===== config.mk =====
export PLATFORM = sky130hd
export DESIGN_NAME = screen_switch_n
export DESIGN_NICKNAME = d
export VERILOG_FILES = /design/src/rtl/screen_switch_n.sv
export SDC_FILE = /design/constraint.sdc
export NUM_CORES = 1
export LEC_CHECK = 0
export CORE_ASPECT_RATIO = 0.5
export CORE_MARGIN = 5
export CORE_UTILIZATION = 30
export CTS_BUF_LIST = sky130_fd_sc_hd__clkbuf_2
export CTS_CLUSTER_DIAMETER = 40
export DETAILED_ROUTE_END_ITERATION = 8
export PLACE_DENSITY = 0.73
export SYNTH_ARGS = -nofsm -noshare
export SYNTH_HDL_FRONTEND = slang
export SYNTH_SLANG_ARGS = --single-unit

===== constraint.sdc =====
create_clock -name pclk -period 5.65 [get_ports pclk]
set_clock_uncertainty 0.1 [all_clocks]
set_input_delay 1.695 -clock pclk [delete_from_list [all_inputs] [get_ports pclk]]
set_output_delay 1.695 -clock pclk [all_outputs]
set_load 0.01 [all_outputs]

===== src/rtl/screen_switch_n.sv =====
// Selects one of N parallel VGA streams for the mouse overlay stage. Screen changes come from
// clicks on the "next" button or forced requests, and are committed only at a frame boundary.
module screen_switch_n #(
  parameter int N_SCREENS = 4,
  parameter int CNT_W     = 12,
  parameter int RGB_W     = 12,
  parameter int BTN_X     = 352,
  parameter int BTN_Y     = 400,
  parameter int BTN_W     = 96,
  parameter int BTN_H     = 48,
  parameter int HOLDOFF   = 8,
  localparam int SEL_W    = $clog2(N_SCREENS)
) (
  input  logic                       pclk,
  input  logic                       rst,
  input  logic [N_SCREENS*CNT_W-1:0] hcount_in,
  input  logic [N_SCREENS*CNT_W-1:0] vcount_in,
  input  logic [N_SCREENS-1:0]       hsync_in,
  input  logic [N_SCREENS-1:0]       vsync_in,
  input  logic [N_SCREENS-1:0]       hblnk_in,
  input  logic [N_SCREENS-1:0]       vblnk_in,
  input  logic [N_SCREENS*RGB_W-1:0] rgb_in,
  input  logic                       mouse_left,
  input  logic [CNT_W-1:0]           xpos,
  input  logic [CNT_W-1:0]           ypos,
  input  logic                       force_valid,
  input  logic [SEL_W-1:0]           force_sel,
  output logic [CNT_W-1:0]           hcount_out,
  output logic [CNT_W-1:0]           vcount_out,
  output logic                       hsync_out,
  output logic                       vsync_out,
  output logic                       hblnk_out,
  output logic                       vblnk_out,
  output logic [RGB_W-1:0]           rgb_out,
  output logic [SEL_W-1:0]           sel,
  output logic                       busy
);

  localparam logic [CNT_W:0]   BX0      = (CNT_W+1)'(BTN_X);
  localparam logic [CNT_W:0]   BX1      = (CNT_W+1)'(BTN_X + BTN_W);
  localparam logic [CNT_W:0]   BY0      = (CNT_W+1)'(BTN_Y);
  localparam logic [CNT_W:0]   BY1      = (CNT_W+1)'(BTN_Y + BTN_H);
  localparam logic [SEL_W:0]   N_LIM    = (SEL_W+1)'(N_SCREENS);
  localparam logic [SEL_W-1:0] LAST_SEL = SEL_W'(N_SCREENS - 1);
  localparam logic [7:0]       HOLD_INI = 8'(HOLDOFF - 1);

  typedef enum logic [1:0] {S_IDLE, S_PENDING, S_HOLDOFF} state_t;

  state_t           r_state;
  logic [SEL_W-1:0] r_sel;
  logic [SEL_W-1:0] r_target;
  logic [7:0]       r_hold;
  logic             r_left_q;
  logic             r_vblnk_q;

  logic [CNT_W-1:0] r_hcount_p1;
  logic [CNT_W-1:0] r_vcount_p1;
  logic             r_hsync_p1;
  logic             r_vsync_p1;
  logic             r_hblnk_p1;
  logic             r_vblnk_p1;
  logic [RGB_W-1:0] r_rgb_p1;

  logic [CNT_W-1:0] w_hcount;
  logic [CNT_W-1:0] w_vcount;
  logic [RGB_W-1:0] w_rgb;
  logic             w_hsync;
  logic             w_vsync;
  logic             w_hblnk;
  logic             w_vblnk;
  logic             w_click;
  logic             w_in_btn;
  logic             w_fb;
  logic             w_force_ok;
  logic [SEL_W-1:0] w_next;
  logic [CNT_W:0]   w_x;
  logic [CNT_W:0]   w_y;

  // Stream mux driven by the committed selection
  always_comb begin
    w_hcount = hcount_in[int'(r_sel)*CNT_W +: CNT_W];
    w_vcount = vcount_in[int'(r_sel)*CNT_W +: CNT_W];
    w_rgb    = rgb_in[int'(r_sel)*RGB_W +: RGB_W];
    w_hsync  = hsync_in[r_sel];
    w_vsync  = vsync_in[r_sel];
    w_hblnk  = hblnk_in[r_sel];
    w_vblnk  = vblnk_in[r_sel];
  end

  // One extra bit keeps the right/bottom edge sums from wrapping near the screen limit
  assign w_x        = {1'b0, xpos};
  assign w_y        = {1'b0, ypos};
  assign w_in_btn   = (w_x >= BX0) && (w_x < BX1) && (w_y >= BY0) && (w_y < BY1);
  assign w_click    = mouse_left & ~r_left_q;
  assign w_fb       = w_vblnk & ~r_vblnk_q;
  assign w_force_ok = force_valid && ({1'b0, force_sel} < N_LIM);
  assign w_next     = (r_sel == LAST_SEL) ? '0 : r_sel + 1'b1;

  // p0 -> p1: registered outputs and selection control
  always_ff @(posedge pclk) begin
    if (!rst) begin
      r_state     <= S_IDLE;
      r_sel       <= '0;
      r_target    <= '0;
      r_hold      <= '0;
      r_left_q    <= 1'b0;
      r_vblnk_q   <= 1'b0;
      r_hcount_p1 <= '0;
      r_vcount_p1 <= '0;
      r_hsync_p1  <= 1'b0;
      r_vsync_p1  <= 1'b0;
      r_hblnk_p1  <= 1'b0;
      r_vblnk_p1  <= 1'b0;
      r_rgb_p1    <= '0;
    end else begin
      r_left_q    <= mouse_left;
      r_vblnk_q   <= w_vblnk;
      r_hcount_p1 <= w_hcount;
      r_vcount_p1 <= w_vcount;
      r_hsync_p1  <= w_hsync;
      r_vsync_p1  <= w_vsync;
      r_hblnk_p1  <= w_hblnk;
      r_vblnk_p1  <= w_vblnk;
      r_rgb_p1    <= w_rgb;
      case (r_state)
        S_IDLE: begin
          // A simultaneous force request always discards the click, even an out-of-range one
          if (w_force_ok) begin
            r_target <= force_sel;
            r_state  <= S_PENDING;
          end else if (!force_valid && w_click && w_in_btn) begin
            r_target <= w_next;
            r_state  <= S_PENDING;
          end
        end
        S_PENDING: begin
          if (w_fb) begin
            r_sel   <= w_force_ok ? force_sel : r_target;
            r_hold  <= HOLD_INI;
            r_state <= S_HOLDOFF;
          end else if (w_force_ok) begin
            r_target <= force_sel;
          end
        end
        S_HOLDOFF: begin
          if (w_force_ok) begin
            r_target <= force_sel;
            r_state  <= S_PENDING;
          end else if (w_fb) begin
            if (r_hold == 8'd0) r_state <= S_IDLE;
            else                r_hold  <= r_hold - 8'd1;
          end
        end
        default: r_state <= S_IDLE;
      endcase
    end
  end

  assign hcount_out = r_hcount_p1;
  assign vcount_out = r_vcount_p1;
  assign hsync_out  = r_hsync_p1;
  assign vsync_out  = r_vsync_p1;
  assign hblnk_out  = r_hblnk_p1;
  assign vblnk_out  = r_vblnk_p1;
  assign rgb_out    = r_rgb_p1;
  assign sel        = r_sel;
  assign busy       = (r_state != S_IDLE);

endmodule

=== Word level (Yosys, flattened, before mapping) ===
Cells that the tools add are included.
W data, S select, Z words.

* $mul: 1
* Multiplexer cells: 26
* Shift-type cells: 3
* Reductions and logical operators: 15
* Bitwise operators: 4
* $lt $le $gt $ge: 5
* Eq/ne operators: 11
* Add/subtract/negate cells: 2

{| class="wikitable"
|+ Operators by type and width
! operator !! count
|-
| $shiftx A48 B32 Y12 || 2
|-
| $shiftx A48 B7 Y12 || 1
|-
| $mux W8 || 4
|-
| $ge A12 B9 Y1 const B || 2
|-
| $lt A12 B9 Y1 const B || 2
|-
| $mux W2 || 11
|-
| $pmux W8 S2 || 1
|-
| $pmux W2 S3 || 2
|-
| $ne A2 B2 Y1 const B || 5
|-
| $ne A3 B3 Y1 const B || 3
|-
| $bmux W1 S2 || 4
|-
| $logic_not A8 Y1 || 1
|-
| $sub A8 B1 Y8 const B || 1
|-
| $logic_and A1 B1 Y1 || 5
|-
| $reduce_and A5 Y1 || 1
|-
| $eq A2 B2 Y1 const B || 2
|-
| $mul A2 B2 Y4 const B || 1
|-
| $mux W1 || 4
|-
| $reduce_and A4 Y1 || 1
|-
| $reduce_bool A2 Y1 || 2
|-
| $lt A2 B3 Y1 const B || 1
|-
| $reduce_and A3 Y1 || 1
|-
| $reduce_bool A3 Y1 || 1
|-
| $add A2 B1 Y2 const B || 1
|-
| other kinds (6) || 8
|}

* Word-level logic and storage cells: 79
* Flip-flop bits (word level): 55

=== Depth between registers and ports, before layout ===
* Word-level depth: 8
* Mapped depth: 7
* Mapped depth without buffers: 7

=== Worst setup path after synthesis ===
No wires, ideal clock.

* Kind: input -> register
* Start: input vblnk_in[3]
* End: register r_hold[0]
* Path slack: 2.634 ns
* Path buffers: 0
* Cell stages on the path: 5
* Setup time: 0.074 ns
* Arrival time: 2.843 ns
* Cell sequence: mux4_2 o211a_2 and2_4 and3_1 nor3_2

* Cells in the longest elaborated chain, start to end: 5
* Elaborated cells between the ends (all ways): 6

{| class="wikitable"
|+ RTL lines
! element !! line !! source
|-
| from (decl) || 21 || <nowiki>input logic [N_SCREENS-1:0] vblnk_in,</nowiki>
|-
| $bmux W1 S2 (*) || 87 || <nowiki>w_vblnk = vblnk_in[r_sel];</nowiki>
|-
| $mux W1 (not written as such) (*) || 87 ||
|-
| $and A1 B1 Y1 (*) || 95 || <nowiki>assign w_fb = w_vblnk & ~r_vblnk_q;</nowiki>
|-
| $ne A2 B2 Y1 (no source line) || -- ||
|-
| $reduce_and A5 Y1 (no source line) (*) || -- ||
|-
| to (signal assigned) || 151 || <nowiki>else r_hold <= r_hold - 8'd1;</nowiki>
|-
| to (decl) || 52 || <nowiki>logic [7:0] r_hold;</nowiki>
|}

Every way passes the cells marked *; elsewhere a longest branch is shown, timed or not. The select of a mux whose other input is x is not followed.
A chain may end at the register's enable or synchronous reset.

=== Final worst setup path ===
* Start: register r_state[0]
* End: output busy

* Cells in the longest elaborated chain, start to end: 1

{| class="wikitable"
|+ RTL lines
! element !! line !! source
|-
| from (decl) || 49 || <nowiki>state_t r_state;</nowiki>
|-
| from (signal assigned) || 102 || <nowiki>r_state <= S_IDLE;</nowiki>
|-
| from (signal assigned) || 130 || <nowiki>r_state <= S_PENDING;</nowiki>
|-
| from (signal assigned) || 133 || <nowiki>r_state <= S_PENDING;</nowiki>
|-
| $reduce_bool A2 Y1 || 167 || <nowiki>assign busy = (r_state != S_IDLE);</nowiki>
|-
| to (decl) || 36 || <nowiki>output logic busy</nowiki>
|}

No other way between the ends.

==> results.yml <==
drt:
  via_per_inst: 4.637
  drcViolationCount: 0
  ant_nets: 0
  vias: 2782
  drt_iter0_markers: 78
  drt_wl_total_um: 10410
  drtPass1Iterations: 4
  wl_per_cell_um: 17.34
cts:
  numCtsBuffers: 5
  clockBufferDepth: 2
  path_clk_slew_ps: 280
  root_buffer: "clkbuf_2"
  cts_tree: "yes"
  htreeDepth: 2
  clk-insertion-delay-late_ps: 480
  cts_setup_buffers: 0
  cts.repair.resized: 0
  holdBufCountCts: 0
  cts_sinks: 55
critical_path:
  path_max_fanout: 5
  worst_setup_path_end_kind: "primary output"
  startpoint_type: "register"
  setup.worst_path.class: "register to primary output"
  worstPathArrival_ps: 1910
  critPathRequiredTime_ps: 3860
sta:
  fin_crit_sh_pct: 65.54
  hold_ws_ps: 420.8
  slew_viol_final: 0
  worst_pin_slew_ps: 795.7
  fin_tns_setup_ps: 0
  final-hold-violation-count: 0
  rsz0062_at_grt: "false"
  period_needed_ps: 3703
  fmax_mhz: 270.0
  slew_headroom_pct: 46.95
  finalSetupViolations: 0
pwr:
  power_leakage_uw: 0.001927
  p_int_uw: 786.3
  ir_drop_mv: 0.08508
  powerDensity_nw_per_um2: 214.3
  clkPwrFrac_pct: 13.3
  switching_share_pct: 31.23
  p_sw_uw: 357.1
  p_seq_share_pct: 41.8
  combPwrFrac_pct: 44.9
  p_total_uw: 1143
floorplan:
  die_width_um: 150.1
  dieHeight_um: 80.05
  dieArea_um2: 12020
  fp.coreArea_um2: 9509
  start_util_pct: 30.96
  ios: 233
  rows: 25
yosys:
  synth_top_cell_area_share_pct: 37.40
  synth-edff-count: 0
  ys_seq_area_share_pct: 37.40
  async_reset_ff_share_pct: 0
  synth_cell_types: 35
  synth_most_common_cell: "dfxtp_1"
  syn_inst: 247
  syn_avg_cell_area_um2: 11.92
  syn_area_um2: 2944
  synth_nets: 444
  synth-seq-cells: 55
  synthFlopType: "dfxtp_1"
  synth_common_cells: "dfxtp_1, and2_1, mux4_2"
  yosysWarnings: 0
  synth.largest_area_cell: "dfxtp_1"
  synthTopCellsByArea: "dfxtp_1, mux4_2, and2_1"
layout:
  fin_nets: 662
  layout-drive-gt1-share_pct: 12.04
  n_antenna_cell: 0
  synthToLayoutAreaGrowth_pct: 81.22
grt:
  grt_pass1_wl_um: 15660
  antenna_found_initial: 0
  grt_max_degree: 46
  grt_pass1_vias: 2848
  grt_usage_pct: 17.24
  gr-total-overflow: 0
placed_design:
  place.port_buffers: 223
  gp_congestion: 0.8060
  dp_hpwl_um: 8558
outcome:
  status: "completed"
job:
  cap_violations: 0
min_path:
  hold_path.class: "register to register"
[cells in the final DEF, fill, tap and decap left out, types with 2 or more instances in the layout]
master             n
a21oi_1           10
and2_1            42
buf_4              3
clkbuf_2           5
clkdlybuf4s50_1  223
clkinv_1           2
dfxtp_1           53
dfxtp_2            2
ha_1               7
inv_1              6
mux2i_1            4
mux4_2            40
nand2_1            8
nand2b_1           5
nand4_1            6
nor2_1            14
nor2b_1            3
nor3_1             5
nor4_1             3
o21ai_0            2
xor2_1             6
[final timing paths]
path                              to  cells past startpoint  slack (ps)                     from
max                             busy                      4        1950  r_state[0]$_SDFFE_PN0P_
min          r_state[1]$_SDFFE_PN0P_                      2         420  r_state[1]$_SDFFE_PN0P_
max reg2reg   r_hold[0]$_SDFFE_PN0P_                      6        3060      sel[0]$_SDFFE_PN0P_
min reg2reg  r_state[1]$_SDFFE_PN0P_                      2         420  r_state[1]$_SDFFE_PN0P_
[power by group through the flow]
stage	clock [uW]	combinational [uW]	sequential (uW)
after floorplan	0	266	493
after global placement	0	511	483
after detailed placement	0	518	485
after CTS	163	519	477
after global routing	181	564	485
final	153	513	478
[cell type report]
cell class | instances | area, um^2
fillers | 826 | 4174
repair buffers | 226 | 2255
multi-input cells | 170 | 1748
flip-flops and latches | 55 | 1104
well taps | 135 | 168.9
inverters | 7 | 26.28
clock buffers | 5 | 25.02
clock inverters | 2 | 8.758
[per-stage QoR]
step	setup slack (ps)	std cells	instance area [um^2]	utilization [%]
CTS	1900	600	5335	56.11
global placement	2025	593	5301	55.75
finish	1947	600	5335	56.11
floorplan	2634	247	2944	-
global route	1842	600	5335	56.11
detailed placement	1989	593	5301	55.75
[routing by layer]
metal / global-route usage (%) / share of wire (%) / up-vias
li1: - / - / 1345
met1: 20.65 / 39 / 1375
met2: 32.21 / 57 / 52
met3: 3.100 / 3.2 / 10
met4: 4.288 / 1.2 / 0
met5: 0 / 0 / -
[sequential cells by signal, summed over array words and instances, names as in the netlist, 2 cells and up]
register    count
r_state         2
hcount_out     12
rgb_out        12
sel             2
vcount_out     12
r_target        2
r_hold          8
[critical path, cell delays in order, from the launching register on]
cell	delay (ps)
dfxtp_1	490
inv_1	90
ha_1	240
inv_1	60
clkdlybuf4s50_1	540
[logic make-up after synthesis]
kind of cell | count (synthesis) | synth area share (%)
flip-flops | 55 | 37.40
XOR/XNOR | 6 | 1.785
buffers and inverters | 22 | 3.230
adder cells (fa/ha/maj) | 7 | 2.975
multiplexers | 44 | 31.96
AO/OA/AOI/OAI | 20 | 4.548
AND/OR/NAND/NOR | 93 | 18.10
(Power assumes the default switching activity.)
